==> src/rtl/output_display.sv <==
`default_nettype none
// ============================================================================
//  Module      : output_display
//  Description : Output register and display driver. Captures an 8-bit bus
//                value on a load strobe, converts it to BCD with a
//                sequential double-dabble FSM (optionally two's-complement
//                signed) and scans it onto a 4-digit multiplexed
//                seven-segment display.
//  Revision    : 1.0 - initial release
// ============================================================================
module output_display #(
    parameter int SCAN_DIV = 1000
) (
    input  logic       clk,
    input  logic       clr,
    input  logic       load,
    input  logic [7:0] bus,
    input  logic       signed_mode,
    output logic       busy,
    output logic [3:0] an,
    output logic [6:0] seg
);

    typedef enum logic [0:0] {
        S_IDLE = 1'b0,
        S_CONV = 1'b1
    } state_t;

    // Prescaler width; a single-cycle divider still needs a 1-bit counter.
    localparam int              c_PW        = (SCAN_DIV > 1) ? $clog2(SCAN_DIV) : 1;
    localparam logic [c_PW-1:0] c_PRESC_MAX = c_PW'(SCAN_DIV - 1);

    state_t          r_state;
    logic [2:0]      r_step;
    logic [19:0]     r_shift;       // {hundreds, tens, ones, magnitude}
    logic            r_neg;
    logic            r_busy;
    logic [11:0]     r_disp_bcd;
    logic            r_disp_neg;
    logic [c_PW-1:0] r_presc;
    logic [1:0]      r_idx;

    logic            w_in_neg;
    logic [7:0]      w_in_mag;
    logic [11:0]     w_adj_bcd;
    logic [19:0]     w_next_shift;

    function automatic logic [3:0] add3(input logic [3:0] nib);
        return (nib >= 4'd5) ? (nib + 4'd3) : nib;
    endfunction

    function automatic logic [6:0] seg_code(input logic [3:0] d);
        logic [6:0] code;
        case (d)
            4'd0:    code = 7'h3F;
            4'd1:    code = 7'h06;
            4'd2:    code = 7'h5B;
            4'd3:    code = 7'h4F;
            4'd4:    code = 7'h66;
            4'd5:    code = 7'h6D;
            4'd6:    code = 7'h7D;
            4'd7:    code = 7'h07;
            4'd8:    code = 7'h7F;
            4'd9:    code = 7'h6F;
            default: code = 7'h00;
        endcase
        return code;
    endfunction

    // Magnitude of the captured value; signed 0x80 naturally yields 128.
    assign w_in_neg = signed_mode & bus[7];
    assign w_in_mag = w_in_neg ? (~bus + 8'd1) : bus;

    // One double-dabble step: add 3 to every nibble >= 5, then shift left.
    assign w_adj_bcd    = {add3(r_shift[19:16]), add3(r_shift[15:12]), add3(r_shift[11:8])};
    assign w_next_shift = {w_adj_bcd[10:0], r_shift[7:0], 1'b0};

    // Conversion FSM: capture on load, eight shift steps, then publish.
    always_ff @(posedge clk or posedge clr) begin
        if (clr) begin
            r_state    <= S_IDLE;
            r_step     <= 3'd0;
            r_shift    <= 20'd0;
            r_neg      <= 1'b0;
            r_busy     <= 1'b0;
            r_disp_bcd <= 12'd0;
            r_disp_neg <= 1'b0;
        end else begin
            case (r_state)
                S_IDLE: begin
                    if (load) begin
                        r_shift <= {12'd0, w_in_mag};
                        r_neg   <= w_in_neg;
                        r_step  <= 3'd0;
                        r_busy  <= 1'b1;
                        r_state <= S_CONV;
                    end
                end
                S_CONV: begin
                    r_shift <= w_next_shift;
                    r_step  <= r_step + 3'd1;
                    if (r_step == 3'd7) begin
                        r_disp_bcd <= w_next_shift[19:8];
                        r_disp_neg <= r_neg;
                        r_busy     <= 1'b0;
                        r_state    <= S_IDLE;
                    end
                end
                default: begin
                    r_busy  <= 1'b0;
                    r_state <= S_IDLE;
                end
            endcase
        end
    end

    // Digit scanner: advance the digit index each time the prescaler wraps.
    always_ff @(posedge clk or posedge clr) begin
        if (clr) begin
            r_presc <= '0;
            r_idx   <= 2'd0;
        end else if (r_presc == c_PRESC_MAX) begin
            r_presc <= '0;
            r_idx   <= r_idx + 2'd1;
        end else begin
            r_presc <= r_presc + 1'b1;
        end
    end

    // Segment and anode drive for the currently selected digit, with
    // leading-zero blanking and a sign digit.
    always_comb begin
        an  = 4'b0001 << r_idx;
        seg = 7'h00;
        case (r_idx)
            2'd0: seg = seg_code(r_disp_bcd[3:0]);
            2'd1: seg = ((r_disp_bcd[11:8] == 4'd0) && (r_disp_bcd[7:4] == 4'd0))
                        ? 7'h00 : seg_code(r_disp_bcd[7:4]);
            2'd2: seg = (r_disp_bcd[11:8] == 4'd0) ? 7'h00 : seg_code(r_disp_bcd[11:8]);
            default: seg = r_disp_neg ? 7'h40 : 7'h00;
        endcase
    end

    assign busy = r_busy;

endmodule
`default_nettype wire
==> config.mk <==
export PLATFORM = sky130hd
export DESIGN_NAME = output_display
export DESIGN_NICKNAME = d
export VERILOG_FILES = /design/src/rtl/output_display.sv
export SDC_FILE = /design/constraint.sdc
export NUM_CORES = 1
export LEC_CHECK = 0
export ABC_AREA = 1
export BUFFER_PORTS_ARGS = -buffer_cell sky130_fd_sc_hd__buf_2
export CAP_MARGIN = 0
export CORE_ASPECT_RATIO = 0.5
export CORE_MARGIN = 5
export CORE_UTILIZATION = 25
export DETAILED_ROUTE_END_ITERATION = 10
export RECOVER_POWER = 25
export SYNTH_ARGS = -nofsm -noshare
export SYNTH_HDL_FRONTEND = slang
export SYNTH_SLANG_ARGS = --single-unit
==> constraint.sdc <==
create_clock -name clk -period 3 [get_ports clk]
set_clock_uncertainty 0.05 [all_clocks]
set_input_delay 0.15 -clock clk [delete_from_list [all_inputs] [get_ports clk]]
set_output_delay 0.15 -clock clk [all_outputs]
set_load 0.02 [all_outputs]
==> results of run 1 <==
## cell families (layout without fill, tap and decap cells)
group / Yosys count / count (layout) / synth area share, %
AOI/OAI and AO/OA: 72 / 72 / 13.3
xor gates and xnor gates: 9 / 9 / 2.51
adders and majority gates: 30 / 30 / 12.0
buffers and inverters: 58 / 88 / 7.22
and+or+nand+nor: 184 / 184 / 24.3
DFF: 51 / 51 / 40.7
## power groups by stage
stage | combinational, mW | sequential [mW] | clock [mW]
2_1_floorplan | 1.21 | 1.10 | 0
3_3_place_gp | 1.56 | 1.17 | 0
3_5_place_dp | 1.60 | 1.18 | 0
4_1_cts | 1.60 | 1.17 | 0.689
5_1_grt | 1.83 | 1.20 | 0.722
6_report | 1.58 | 1.17 | 0.671
## cells in the mapped netlist (all sizes together)
library cell	count	share of area [%]
dfrtp	51	41
a21oi	6	1.1
nor2	52	6.5
nand4	2	0.40
ha	30	12
nand3	22	3.5
clkbuf	1	0.12
nand2	100	13
o21ai	46	7.3
o21bai	1	0.24
clkinv	1	0.16
inv	52	6.2
xnor2	1	0.28
buf	4	0.72
or2	3	0.60
o22ai	7	1.4
a21boi	2	0.84
o211ai	2	0.48
a31oi	1	0.20
a22o	2	0.56
xor2	8	2.2
a22oi	5	1.2
nor3	5	0.80
## per-stage QoR
step | util (%) | hold WS (ns)
detailed placement | 28.7 | 0.241
global route | 30.2 | 0.105
floorplan | - | 0.238
CTS | 30.2 | 0.0827
global placement | 28.7 | 0.232
finish | 30.2 | 0.0884
## final timing paths
kind                               end  depth (start not counted)
min reg2reg                 r_presc[0]                          1
max in group asynchronous  r_shift[16]                          4
min in group asynchronous    r_step[0]                          3
max reg2reg                 r_shift[1]                          5
min                         r_shift[7]                          3
max                             seg[0]                          9
## layout by cell type, fill, tap and decap left out, drive strengths merged, types with 2 or more instances in the layout
cell,count
a21boi,2
a21oi,6
a22o,2
a22oi,5
buf,25
clkbuf,7
dfrtp,51
ha,30
inv,53
nand2,100
nand3,22
nand4,2
nor2,52
nor3,5
o211ai,2
o21ai,46
o22ai,7
or2,3
xor2,8
## critical path, cell delays in order, from the launching register on
cell and delay (ns):
dfrtp_1 0.42, inv_1 0.13, ha_1 0.21, inv_1 0.07
a21oi_2 0.21, o21ai_0 0.16, nand2_1 0.09, nor2_1 0.04
nor2_1 0.09, buf_2 0.18
## registers in the layout, indices dropped and copies added (netlist names)
| register | flops |
|---|---|
| r_shift | 20 |
| r_disp_bcd | 12 |
| r_presc | 10 |
| r_step | 3 |
| r_idx | 2 |
| busy | 1 |
| r_disp_neg | 1 |
| r_neg | 1 |
| r_state | 1 |
## cell type report
| class | instances | area, um^2 | area share, % |
|---|---|---|---|
| clock inverter | 2 | 38.8 | 1.07 |
| multi-input combinational | 295 | 1630 | 44.9 |
| inverter | 53 | 200 | 5.50 |
| clock buffer | 6 | 139 | 3.81 |
| tap | 165 | 206 | 5.67 |
| sequential | 51 | 1280 | 35.1 |
| timing repair buffer | 27 | 146 | 4.02 |
## routing by layer
layer / part of all wire [%] / wire, um
met1: 53 / 3490
met2: 42 / 2750
met3: 3.2 / 208
met4: 1.3 / 85
met5: 0 / 0
## timing repair
item	CTS	global route
resized for setup	0	0
hold buffers	1	0
buffers inserted	0	0
endpoints found under the hold margin	28	0
==> results by group, run 1 <==
Run status
  • Status: completed

Hold path
  • Worst Hold Class: in2reg
  • Hold_sp: bus[7]

Power
  • Switching Share: 43.8%
  • Total Power: 3.42 mW
  • Maximum vdd ir drop: 0.000253 V
  • Clock share of power: 19.6%
  • Comb power frac: 46.3%
  • LEAKAGE: 1.83 nW
  • Pint: 1.92 mW
  • Share of power burned in registers: 34.1%
  • Net switching power: 1.50 mW
  • PD cells: 939 nW/um^2

Logic synthesis
  • Syn nets: 446
  • Synthesized instance count: 404
  • Syn avg cell area: 7.76 um^2
  • Synth Warn #: 0
  • Sequential area share after synthesis: 40.7%
  • Mapped cell area: 3140 um^2
  • Yosys cell types: 32
  • Count of state elements after synthesis: 51

Clocking
  • Cts bufs inserted: 5
  • Clk Tree Root Cell: clkbuf_16
  • Worst-path clk slew: 0.07 ns
  • Clock sink count: 51
  • Max Root-Sink Buffers: 2
  • TritonCTS clock tree: yes
  • CTS H-tree depth: 2
  • Skew-Pair Late Insertion Delay: 0.29 ns

Critical path
  • Worst Path Arrival: 1.89 ns
  • Worst EP required: 2.80 ns
  • CP startpoint: r_idx[0]
  • Reg-to-reg slack, setup: 1.25 ns
  • Setup CP Type: reg2out
  • Worst Path Max Fanout: 6
  • Startpoint Class: flip-flop
  • Critical path capture point type: primary output
  • R2R Path Start: r_state

Timing
  • Setup TNS: 0 ns
  • Worst slew pin tran: 1.14 ns
  • Final Cycle Share: 69.5%
  • RSZ-0062 raised after global routing: no
  • Rel. slew slack: 23.7%
  • Max-slew violation count: 0
  • Post-layout worst setup margin: 0.914 ns
  • Final Hold Viols: 0
  • Tmin final: 2.09 ns
  • Final setup fails: 0
  • Max Clk Rate: 479 MHz

Placed design
  • Gpl congestion: 0.867
  • Post-DP Area: 3450 um^2
  • Placed cell count: 590
  • Dpl hpwl: 5160 um
  • Buffers on Ports: 23
  • Post-placement setup slack: 1.21 ns

Floorplan
  • Die width: 168 um
  • Die area: 15000 um^2
  • Ports: 24
  • Die Y: 89.2 um
  • Row cnt: 28
  • Core footprint: 12100 um^2
  • Initial Util: 26.0%

Route
  • Final wirelength: 6540 um
  • DRT iter0 DRCs: 158
  • Post-route ant nets: 0
  • Drt drc: 0
  • TritonRoute pass-1 iters: 4
  • Vias per cell: 4.30
  • Average wire per standard cell: 10.9 um
  • DR vias: 2577

Global routing
  • Largest net degree at the start of global routing: 31
  • Total track usage: 8.91%
  • GR Util met1: 12.7%
  • Overflow after GRT: 0
  • First-pass GRT wire length: 11100 um
  • Met3 Use GR: 1.37%
  • Met2 Resource Use GR: 14.1%
  • Vias in the first global route: 2357
  • GRT Max-Usage Layer: met2
  • Initial antenna violation count: 0

Final layout
  • Area Overhead vs Synth: 16.1%
  • Design Area, Final: 3640 um^2
  • Fillers: 1318
  • Fin nets: 475
  • # diodes: 0
  • Layout cell share with drive strength beyond 1: 11.1%
  • Post-route insts no fill: 599

Job
  • Max Cap Viol: 0
(Power assumes the default switching activity.)
==> run 2, diff against run 1 <==
clock period = 1.8 ns   (was 3 ns; I/O delays follow)
==> run 2 against run 1 <==
Net effect: flip-flop and latch count stayed put; critical endpoint is now seg[3]; final cell count grew 2.8%; the run now ends with setup timing left; combinational power grew 100%; non-clock buffer count increased by 17; register-to-register slack got worse by 1.0 ns.
==> results by group, run 2 (same netlist as run 1, synthesis figures left out) <==
Timing
  • RSZ-0062 raised after global routing: yes
  • Worst slew pin tran: 1.12 ns (-0.0212 ns)
  • Final Cycle Share: 105%
  • Final setup fails: 6 (+6)
  • Max-slew violation count: 0 (unchanged)
  • Max Clk Rate: 531 MHz
  • Post-layout worst setup margin: -0.0824 ns (-0.996 ns)
  • Rel. slew slack: 25.2% (+1.5 points)
  • Setup TNS: -0.285 ns (-0.285 ns)
  • Tmin final: 1.88 ns
  • Final Hold Viols: 0 (unchanged)

Critical path
  • Setup CP Type: reg2out
  • Setup crit end: seg[3]
  • Worst Path Arrival: 1.74 ns (-0.15 ns)
  • Startpoint Class: flip-flop
  • Reg-to-reg slack, setup: 0.25 ns (-1.00 ns)
  • Worst Path Max Fanout: 6 (unchanged)
  • Worst Reg-to-Reg Cells: 7 (+2)
  • R2R Path Start: r_shift[8]
  • Worst EP required: 1.66 ns (-1.14 ns)
  • CP startpoint: r_idx[1]
  • Critical path capture point type: primary output
  • Crit Reg-Reg Endpoint: r_disp_bcd[1]

Power
  • Share of power burned in registers: 31.5% (-2.6 points)
  • Clock share of power: 17.5% (-2.1 points)
  • Net switching power: 2.70 mW (+80%)
  • LEAKAGE: 1.92 nW (+4.8%)
  • Maximum vdd ir drop: 0.000604 V (+140%)
  • Switching Share: 43.6% (-0.25 points)
  • Comb power frac: 51.0% (+4.7 points)
  • PD cells: 1570 nW/um^2 (+68%)
  • Pint: 3.49 mW (+82%)
  • Total Power: 6.19 mW (+81%)

Clocking
  • Max Root-Sink Buffers: 2 (unchanged)
  • CTS H-tree depth: 2 (unchanged)
  • Worst-path clk slew: 0.07 ns (about the same)
  • Clock sink count: 51 (unchanged)
  • Clk Tree Root Cell: clkbuf_16
  • Skew-Pair Late Insertion Delay: 0.29 ns (about the same)
  • Cts bufs inserted: 5 (unchanged)
  • TritonCTS clock tree: yes

Final layout
  • Commonest non-fill, non-tap cell in the layout: nand2_1
  • Fin nets: 492 (+3.6%)
  • Final core occ: 32.6% (+2.4 points)
  • Design Area, Final: 3930 um^2 (+8.0%)
  • Fillers: 1298 (-1.5%)
  • Layout cell share with drive strength beyond 1: 22.0% (+11 points)
  • # diodes: 0 (unchanged)
  • Commonest non-fill, non-tap cells in the layout: nand2_1, dfrtp_1, nor2_1, inv_1, o21ai_0
  • Max reg flops: 20 (unchanged)
  • Top flop regs: r_shift (20), r_disp_bcd (12), r_presc (10)
  • Area Overhead vs Synth: 25.4%
  • Most flops, register: r_shift

Route
  • Average wire per standard cell: 11.2 um (+2.8%)
  • Final wirelength: 6910 um (+5.8%)
  • Vias per cell: 4.32 (+0.45%)
  • DR vias: 2662 (+3.3%)
  • Post-route ant nets: 0 (unchanged)
  • TritonRoute pass-1 iters: 6 (+2)
  • DRT iter0 DRCs: 150 (-5.1%)
  • Drt drc: 0 (unchanged)

Run status
  • Status: finished with violations
  • Failing checks: setup timing

Hold path
  • Worst Hold Class: in2reg

Floorplan
  • Core footprint: 12100 um^2 (unchanged)
  • Ports: 24 (unchanged)
  • Row cnt: 28 (unchanged)
  • Die area: 15000 um^2 (unchanged)
  • Die Y: 89.2 um (unchanged)
  • Die width: 168 um (unchanged)
  • Initial Util: 26.0% (unchanged)

Global routing
  • Total track usage: 9.52% (+0.61 points)
  • Largest net degree at the start of global routing: 52 (+68%)
  • Vias in the first global route: 2543 (+7.9%)
  • Initial antenna violation count: 0 (unchanged)
  • First-pass GRT wire length: 12000 um (+7.8%)
  • Overflow after GRT: 0 (unchanged)

Placed design
  • Post-DP Area: 3500 um^2 (+1.4%)
  • Dpl hpwl: 5050 um (-2.0%)
  • Post-placement setup slack: 0.112 ns (-1.10 ns)
  • Buffers on Ports: 23 (unchanged)
  • Gpl congestion: 0.776 (-10%)

Job
  • Max Cap Viol: 0 (unchanged)
## run 2: routing by layer
metal  global-route usage (%)  share of wire [%]  wire length, um
met1                     13.3                 52             3560
met2                     15.7                 44             3030
met3                     1.37                3.7              253
met4                     2.43               0.97               67
met5                        0                  0                0
## run 2: worst max-delay path, stage by stage (launching register included)
cell     delay [ns]
dfrtp_1        0.42
inv_2          0.12
ha_4           0.16
inv_4          0.04
a21oi_4        0.19
nand2_1        0.11
nand2_1        0.08
nor2_1         0.05
nor2_1         0.13
buf_4          0.16
## run 2: through the flow
stage               hold slack (ns)  instances
floorplan                     0.178        404
global placement              0.111        595
detailed placement            0.113        595
CTS                          0.0258        615
global route                 0.0560        616
finish                       0.0353        616
## run 2: area by class of cell
type | instances | area, um^2 | area share, %
clock buffer | 5 | 125 | 3.18
tap | 165 | 206 | 5.25
sequential | 51 | 1280 | 32.5
multi-input combinational | 295 | 1770 | 45.1
inverter | 53 | 205 | 5.22
timing repair buffer | 44 | 298 | 7.57
clock inverter | 3 | 46.3 | 1.18
## run 2: power groups by stage
stage | Sequential, mW | Combinational (mW) | Clock [mW]
4_1_cts | 1.94 | 3.08 | 1.11
2_1_floorplan | 1.84 | 2.02 | 0
6_report | 1.95 | 3.16 | 1.08
5_1_grt | 2.01 | 3.58 | 1.17
3_3_place_gp | 1.92 | 2.68 | 0
3_5_place_dp | 1.94 | 2.73 | 0
## run 2: repair_timing
action / CTS / global route
pin swaps: 16 / 8
hold buffers: 1 / 0
hold endpoints to repair: 51 / 0
endpoints found under the setup margin: 7 / 7
resized for setup: 43 / 12
setup buffers: 11 / 1
## run 2: worst min-delay path by stage
stage	start	end	slack [ns]	cells after the start
floorplan	bus[7]	r_shift[7]	0.18	2
global placement	clr	r_presc[3]	0.11	3
detailed placement	clr	r_step[0]	0.11	3
CTS	bus[7]	r_shift[7]	0.03	3
global route	bus[7]	r_shift[7]	0.06	3
finish	bus[7]	r_shift[7]	0.04	3
==> run 3, diff against run 2 <==
SETUP_SLACK_MARGIN = 0.4   (was not set)
==> run 3 against run 2 <==
Net effect: the flow still finishes with violations (setup timing); critical path depth is the same; critical endpoint is now seg[0]; largest cell class unchanged; die area unchanged; setup slack gained 0.048 ns; critical path type unchanged; largest power group unchanged; flip-flop and latch count did not move; routed wire length rose by 6.2%; worst hold slack worse by 0.0065 ns; clock power is 5% higher.
==> results by group, run 3 (same netlist as run 1, synthesis figures left out) <==
Critical path
  • Setup CP Type: reg2out
  • Critical path capture point type: primary output
  • Startpoint Class: flip-flop
  • Worst Path Arrival: 1.69 ns (-0.05 ns)
  • Worst EP required: 1.66 ns (about the same)
  • Worst Path Max Fanout: 6 (unchanged)

Timing
  • Post-layout worst setup margin: -0.0345 ns (+0.0479 ns)
  • Tmin final: 1.83 ns (-0.0479 ns)
  • Max-slew violation count: 0 (unchanged)
  • Final setup fails: 6 (unchanged)
  • Final Cycle Share: 102% (-2.7 points)
  • RSZ-0062 raised after global routing: yes
  • Hold WS: 0.0288 ns (-0.00648 ns)
  • Max Clk Rate: 545 MHz (+2.6%)
  • Rel. slew slack: 25.0% (-0.21 points)
  • Worst slew pin tran: 1.13 ns (+0.00309 ns)
  • Final Hold Viols: 0 (unchanged)
  • Setup TNS: -0.0877 ns (+0.198 ns)

Route
  • Drt drc: 0 (unchanged)
  • DR vias: 2753 (+3.4%)
  • Vias per cell: 4.38 (+1.4%)
  • Average wire per standard cell: 11.7 um (+4.2%)
  • Post-route ant nets: 0 (unchanged)
  • Final wirelength: 7340 um (+6.2%)
  • DRT iter0 DRCs: 201 (+34%)
  • TritonRoute pass-1 iters: 4 (-2)

Final layout
  • Fillers: 1245 (-4.1%)
  • Max reg flops: 20 (unchanged)
  • Final core occ: 35.7% (+3.0 points)
  • Commonest non-fill, non-tap cell in the layout: nand2_1
  • Layout cell share with drive strength beyond 1: 34.1% (+12 points)
  • Post-route insts no fill: 628 (+1.9%)
  • Top flop regs: r_shift (20), r_disp_bcd (12), r_presc (10)
  • Fin nets: 504 (+2.4%)
  • Commonest non-fill, non-tap cells in the layout: nand2_1, dfrtp_1, inv_1, nor2_1, o21ai_0
  • Area Overhead vs Synth: 37.0%
  • Design Area, Final: 4300 um^2 (+9.3%)
  • Most flops, register: r_shift
  • # diodes: 0 (unchanged)

Floorplan
  • Die area: 15000 um^2 (unchanged)
  • Ports: 24 (unchanged)
  • Core footprint: 12100 um^2 (unchanged)
  • Initial Util: 26.0% (unchanged)
  • Die Y: 89.2 um (unchanged)
  • Die width: 168 um (unchanged)
  • Row cnt: 28 (unchanged)

Power
  • Maximum vdd ir drop: 0.000705 V (+17%)
  • Pint: 3.94 mW (+13%)
  • PD cells: 1610 nW/um^2 (+2.5%)
  • Comb power frac: 55.3% (+4.3 points)
  • Clock share of power: 16.3% (-1.2 points)
  • Net switching power: 3.00 mW (+11%)
  • Share of power burned in registers: 28.4% (-3.1 points)
  • Switching Share: 43.2% (-0.38 points)
  • Total Power: 6.94 mW (+12%)
  • LEAKAGE: 2.04 nW (+6.3%)

Placed design
  • Placed cell count: 594 (-0.17%)
  • Gpl congestion: 0.846 (+9.0%)
  • Post-placement setup slack: 0.148 ns (+0.0366 ns)
  • Dpl hpwl: 5160 um (+2.0%)
  • Post-DP Area: 3560 um^2 (+1.7%)
  • Buffers on Ports: 23 (unchanged)

Global routing
  • Met3 Use GR: 1.77% (+0.40 points)
  • Total track usage: 9.99% (+0.47 points)
  • First-pass GRT wire length: 12300 um (+3.0%)
  • GRT Max-Usage Layer: met2
  • Largest net degree at the start of global routing: 52 (unchanged)
  • GR Util met1: 14.1% (+0.76 points)
  • Initial antenna violation count: 0 (unchanged)
  • Vias in the first global route: 2636 (+3.7%)
  • Met2 Resource Use GR: 15.3% (-0.36 points)
  • Overflow after GRT: 0 (unchanged)

Run status
  • Status: finished with violations
  • Failing checks: setup timing

Clocking
  • Clock sink count: 51 (unchanged)
  • Clk Tree Root Cell: clkbuf_16
  • Worst-path clk slew: 0.07 ns (about the same)
  • Max Root-Sink Buffers: 2 (unchanged)
  • Skew-Pair Late Insertion Delay: 0.30 ns (about the same)
  • TritonCTS clock tree: yes
  • CTS H-tree depth: 2 (unchanged)
  • Cts bufs inserted: 5 (unchanged)

Hold path
  • Worst Hold Class: in2reg

Job
  • Max Cap Viol: 0 (unchanged)
-- run 3: cell types whose count changed in the layout (fill, tap and decap cells not counted), moves of 4 or more --
cell,previous run,this run
dfrtp_1,48,44
nand2_1,90,86
buf_6,2,10
nand2_4,1,5
inv_1,41,32
nor2_1,47,32
inv_2,9,16
dfrtp_2,3,7
o21ai_0,41,29
o21ai_1,4,12
buf_4,24,28
o21ai_2,1,5
nor2_2,4,16
-- run 3: final cells by class --
class / count / area, um^2 / share of cell area (%)
clock inverter: 2 / 38.8 / 0.902
timing repair buffer: 56 / 453 / 10.5
inverter: 53 / 211 / 4.92
tap: 165 / 206 / 4.80
clock buffer: 6 / 139 / 3.23
multi-input combinational: 295 / 1960 / 45.7
sequential: 51 / 1280 / 29.9
-- run 3: worst paths after layout --
path | from | to | slack (ns) | depth (start not counted)
max | r_idx[0] | seg[0] | -0.03 | 9
min | bus[7] | r_shift[7] | 0.03 | 3
max reg2reg | r_shift[16] | r_shift[17] | 0.45 | 7
min reg2reg | r_step[0] | r_step[0] | 0.43 | 1
max in group asynchronous | clr | r_disp_bcd[0] | 0.29 | 4
min in group asynchronous | clr | r_presc[4] | 0.65 | 4
-- run 3: worst max-delay path, cell delays in order (launching register included) --
cell and delay [ns]:
dfrtp_2 0.46, inv_4 0.10, ha_4 0.14, inv_4 0.04, a21oi_4 0.18, o21ai_1 0.10
nand2_1 0.10, nor2_2 0.04, nor2_2 0.10, buf_6 0.12
-- run 3: power by group through the flow --
stage,Sequential (mW),Clock (mW),Combinational [mW]
6_report,1.97,1.13,3.84
3_3_place_gp,1.95,0,2.72
4_1_cts,1.97,1.17,3.41
2_1_floorplan,1.85,0,2.10
5_1_grt,2.02,1.22,4.31
3_5_place_dp,1.96,0,2.77
-- run 3: what timing repair did --
action                                  CTS  global route
endpoints found under the setup margin   23            51
buffers inserted                         16             8
resized for setup                        71            50
hold buffers                              1             0
hold endpoints to repair                 51             0
pin swaps                                31            19
cloned                                    0             1
-- run 3: per-layer routing --
metal / share of wire (%) / vias to the layer above
li1: - / 1421
met1: 51 / 1275
met2: 44 / 46
met3: 3.6 / 11
met4: 1.6 / 0
met5: 0 / -
